`config.mk`:
```
export PLATFORM = sky130hd
export DESIGN_NAME = func_unit_arbiter
export DESIGN_NICKNAME = d
export VERILOG_FILES = /design/src/rtl/func_unit_arbiter.sv
export SDC_FILE = /design/constraint.sdc
export NUM_CORES = 1
export LEC_CHECK = 0
export ABC_AREA = 0
export CAP_MARGIN = 0
export CORE_UTILIZATION = 36
export CTS_BUF_LIST = sky130_fd_sc_hd__clkbuf_4
export DETAILED_ROUTE_END_ITERATION = 10
export MAX_ROUTING_LAYER = met4
export PLACE_DENSITY = 0.78
export SLEW_MARGIN = 10
export SYNTH_ARGS = -nofsm -noshare
export SYNTH_HDL_FRONTEND = slang
export SYNTH_SLANG_ARGS = --single-unit
```
`constraint.sdc`:
```
create_clock -name clk -period 1.3 [get_ports clk]
set_input_delay 0.26 -clock clk [delete_from_list [all_inputs] [get_ports clk]]
set_output_delay 0.26 -clock clk [all_outputs]
set_load 0.02 [all_outputs]
```
`src/rtl/func_unit_arbiter.sv`:
```
// Two-port round-robin arbiter and sequencer that time-shares one external combinational
// function unit. Optional golden-model checker is compiled in with `define FU_CHECK_EN.
module func_unit_arbiter (
    input  logic       clk,
    input  logic       rst,
    input  logic       req0_valid,
    input  logic [3:0] req0_abcd,
    output logic       req0_ready,
    input  logic       req1_valid,
    input  logic [3:0] req1_abcd,
    output logic       req1_ready,
    output logic       resp0_valid,
    output logic [2:0] resp0_f,
    input  logic       resp0_ready,
    output logic       resp1_valid,
    output logic [2:0] resp1_f,
    input  logic       resp1_ready,
    output logic [3:0] fu_abcd_o,
    input  logic [2:0] fu_f_i,
    output logic       err_o,
    output logic [7:0] err_cnt,
    output logic [1:0] state_o
);

    // Handshakes: a transfer happens on a rising edge where valid && ready are both high;
    // a requester keeps valid and its payload stable until that edge.

    typedef enum logic [1:0] {
        ST_IDLE = 2'd0,
        ST_EVAL = 2'd1,
        ST_RESP = 2'd2
    } state_t;

    state_t     state_q, state_d;
    logic       last_q, last_d;
    logic       owner_q, owner_d;
    logic [3:0] abcd_q, abcd_d;
    logic [2:0] f0_q, f0_d;
    logic [2:0] f1_q, f1_d;

    logic       any_req;
    logic       gnt;
    logic       accept;
    logic       resp_hs;

    // A tie goes to the port that did not win last time.
    assign any_req    = req0_valid | req1_valid;
    assign gnt        = (req0_valid & req1_valid) ? ~last_q : req1_valid;
    assign req0_ready = (state_q == ST_IDLE) & any_req & ~gnt;
    assign req1_ready = (state_q == ST_IDLE) & any_req & gnt;
    assign accept     = req0_ready | req1_ready;
    assign resp_hs    = (state_q == ST_RESP) & (owner_q ? resp1_ready : resp0_ready);

    always_ff @(posedge clk) begin
        if (rst) begin
            state_q <= ST_IDLE;
            last_q  <= 1'b1;
            owner_q <= 1'b0;
            abcd_q  <= 4'd0;
            f0_q    <= 3'd0;
            f1_q    <= 3'd0;
        end else begin
            state_q <= state_d;
            last_q  <= last_d;
            owner_q <= owner_d;
            abcd_q  <= abcd_d;
            f0_q    <= f0_d;
            f1_q    <= f1_d;
        end
    end

    always_comb begin
        state_d = state_q;
        last_d  = last_q;
        owner_d = owner_q;
        abcd_d  = abcd_q;
        f0_d    = f0_q;
        f1_d    = f1_q;
        case (state_q)
            ST_IDLE: begin
                if (accept) begin
                    abcd_d  = gnt ? req1_abcd : req0_abcd;
                    owner_d = gnt;
                    last_d  = gnt;
                    state_d = ST_EVAL;
                end
            end
            ST_EVAL: begin
                if (owner_q) begin
                    f1_d = fu_f_i;
                end else begin
                    f0_d = fu_f_i;
                end
                state_d = ST_RESP;
            end
            ST_RESP: begin
                if (resp_hs) begin
                    state_d = ST_IDLE;
                end
            end
            default: state_d = ST_IDLE;
        endcase
    end

    assign resp0_valid = (state_q == ST_RESP) & ~owner_q;
    assign resp1_valid = (state_q == ST_RESP) & owner_q;
    assign resp0_f     = f0_q;
    assign resp1_f     = f1_q;
    assign fu_abcd_o   = abcd_q;
    assign state_o     = state_q;

`ifdef FU_CHECK_EN
    logic       err_q, err_d;
    logic [7:0] cnt_q, cnt_d;
    logic [2:0] golden;
    logic       ga, gb, gc, gd;

    assign {ga, gb, gc, gd} = abcd_q;
    assign golden[2] = (gb & ~gc) | (~ga & gb & ~gd) | (ga & ~gb & gc & gd);
    assign golden[1] = (~ga & ~gb & gc) | (~ga & gc & ~gd) | (ga & ~gc & gd) | (~gb & gc & ~gd);
    assign golden[0] = (~ga & ~gb & gd) | (~ga & ~gc & gd) | (ga & ~gb & ~gd) | (ga & ~gc & ~gd)
                     | (ga & gb & gc & gd);

    always_comb begin
        err_d = err_q;
        cnt_d = cnt_q;
        if ((state_q == ST_EVAL) && (fu_f_i != golden)) begin
            err_d = 1'b1;
            if (cnt_q != 8'hFF) begin
                cnt_d = cnt_q + 8'd1;
            end
        end
    end

    always_ff @(posedge clk) begin
        if (rst) begin
            err_q <= 1'b0;
            cnt_q <= 8'd0;
        end else begin
            err_q <= err_d;
            cnt_q <= cnt_d;
        end
    end

    assign err_o   = err_q;
    assign err_cnt = cnt_q;
`else
    assign err_o   = 1'b0;
    assign err_cnt = 8'd0;
`endif

endmodule

```
==> impl_metrics.py <==
metrics = {
    "outcome": {
        "outcome": "finished with violations",
        "failed_checks": "setup timing",
    },
    "clocking": {
        "cts_root_buf": "clkbuf_4",
        "cts_inserted_buffers": 3,
        "cts_buffer_depth": 2,
        "cts_tree": "yes",
        "cts_num_sinks": 14,
        "clk_latency_ns": 0.27,
        "htreeDepth": 1,
        "postCtsHoldBufs": 0,
        "clkTransAtPathRegs_ns": 0.07,
    },
    "detailed_routing": {
        "wirelength_mm": 1.867,
        "dr.pass1.iters": 4,
        "routed-via-count": 699,
        "drtIter0Drc": 14,
        "via_per_inst": 4.691,
        "drc": 0,
        "ant_nets": 0,
        "wl_per_cell_um": 12.53,
    },
    "critical_path": {
        "cp-end-kind": "output port",
        "worst_path_max_delay_cell": "dfxtp_4",
        "cp_max_fo": 6,
        "crit_required_ns": 1.04,
        "cp_top_family": "simple AND/OR/NAND/NOR gates",
        "crit_chain": "nor3b_4 > and2_4 > buf_6",
        "crit_type": "reg -> out",
        "start_kind": "flop",
        "max_stage_delay_ns": 0.38,
        "crit_arrival_ns": 1.16,
        "crit_buf_inv": 1,
    },
    "placed_design": {
        "port_buffers": 32,
        "dp_hpwl_mm": 1.450,
        "gp_congestion": 0.7881,
        "dpl.cell_count": 144,
    },
    "die": {
        "die_x_um": 46.16,
        "initial_utilization_pct": 39.37,
        "dieArea_mm2": 0.002130,
        "pin_count": 42,
        "core_mm2": 0.001783,
        "rows": 15,
        "die_h_um": 46.16,
    },
    "yosys": {
        "synth_top_area_share_pct": 39.93,
        "yosysSeqAreaShare_pct": 39.93,
        "netlist_area_um2": 701.9,
        "synth.avg_cell_area_um2": 9.116,
        "synth_top_cell_by_area": "dfxtp_1",
        "synth_fa_ha_area_share_pct": 0,
        "synth_cell_types": 25,
        "synth-compound-area-share_pct": 9.447,
        "ys_warn_count": 0,
        "synth_xor_area_share_pct": 0,
        "synthCells": 77,
        "synthTopCellsByArea": "dfxtp_1 (40%), mux2i_1 (10%), buf_4 (9.6%)",
        "yosys.area_share.simple_pct": 27.63,
        "synth_top_family_by_area": "simple AND/OR/NAND/NOR gates",
        "synth.area.mux_share_pct": 9.982,
        "yosys_register_bits": 14,
    },
    "final_layout": {
        "nets": 143,
        "diodes": 0,
        "drive_gt1_share_pct": 27.42,
        "fin_cells": 149,
        "areaGrowthSynthToFinish_pct": 65.42,
        "final_util_pct": 65.12,
        "final_cell_mix": "buf_4 (16), clkdlybuf4s50_1 (14), dfxtp_1 (12)",
        "final_common_cell": "buf_4",
    },
    "sta": {
        "finClkSkew_ns": 0.002719,
        "period_share_pct": 109.5,
        "hold_viol": 0,
        "setup_viol": 3,
        "timing.final.ws_setup_ns": -0.1238,
        "holdWs_ns": 0.5010,
        "rsz0062_at_grt": "true",
        "drv_slew": 0,
        "period_minus_slack_ns": 1.424,
        "fmax_mhz": 702.3,
        "tns_ns": -0.2504,
    },
    "flow_run": {
        "drv_cap": 0,
    },
    "global_route": {
        "grt_max_degree": 9,
        "grtUsageTotal_pct": 21.04,
        "grt_pass1_wl_mm": 3.015,
        "grt_pass1_vias": 666,
        "grt_overflow": 0,
        "antenna_found_initial": 0,
    },
    "power": {
        "ir_drop_v": 0.0007543,
        "powerDensity_mw_per_mm2": 948.7,
        "p_total_mw": 1.102,
        "leakage_nw": 0.5572,
    },
    "min_path": {
        "hp-class": "reg -> reg",
    },
}
-- kinds of logic after synthesis --
group / after synthesis
and+or+nand+nor: 32
DFF: 14
buffers and inverters: 12
AOI/OAI and AO/OA: 11
muxes: 7
other: 1
-- state kept, by name, summed over array words and instances, names as in the netlist --
register and count:
resp0_f 3, resp1_f 3, state_o 2, owner_q 1, last_q 1, fu_abcd_o 4
-- where the power goes --
part           switching, mW  internal, mW  total [mW]
logic                  0.180         0.197       0.378
registers             0.0315         0.461       0.493
clock network          0.124         0.107       0.231
-- Yosys cell counts, drive strengths merged --
master and count:
mux2i 7, and2 2, a21oi 1, a211o 1, and3b 1, nand3 8, dfxtp 14, nor3 1
nor2b 1, nor2 8, nand2 1, nor3b 4, clkbuf 1, nand2b 2, nand3b 2, or3b 1
o21ai 4, buf 11, or2 1, conb 1, a22oi 1, a31oi 4
-- final cells by class --
class,count,area [um^2]
well taps,25,31.28
flip-flops and latches,14,287.8
clock buffers,3,22.52
fillers,152,621.8
repair buffers,48,424.2
multi-input cells,59,395.4
-- final timing paths --
check	from	slack [ns]	end	cells after the start
max	state_o[0]$_SDFFE_PP0P_	-0.12	req1_ready	3
min	resp0_f[1]$_SDFFE_PP0P_	0.50	resp0_f[1]$_SDFFE_PP0P_	2
min reg2reg	resp0_f[1]$_SDFFE_PP0P_	0.50	resp0_f[1]$_SDFFE_PP0P_	2
max reg2reg	state_o[1]$_SDFFE_PP0P_	0.07	last_q$_SDFFE_PP1P_	5
-- what timing repair did --
| item | 4_1_cts | 5_1_grt |
|---|---|---|
| setup endpoints to repair | 20 | 8 |
| buffers inserted | 0 | 2 |
| hold endpoints to repair | 0 | 0 |
| pin swaps | 1 | 4 |
| resized for setup | 39 | 9 |
-- metal layers --
metal  routed length (um)  vias up  GRT usage (%)
li1                     -      347              -
met2                  991       23          36.90
met4                   14        0          7.059
met5                    0        -              -
met1                  784      327          23.21
met3                   77        2          4.706
-- stage by stage --
stage	worst slack, ns	area [um^2]
after floorplan	0.01826	762.0
after global placement	-0.6240	1125
after detailed placement	-0.6678	1125
after CTS	-0.1959	1135
after global routing	-0.1684	1161
final	-0.1238	1161
-- worst register-to-register path, cell delays in order, from the launching register on --
cell	delay [ns]
dfxtp_4	0.41
nor3b_4	0.06
buf_4	0.13
buf_4	0.14
nor2b_1	0.12
a211o_1	0.25
Note: power is estimated with default switching activity, not from simulation.
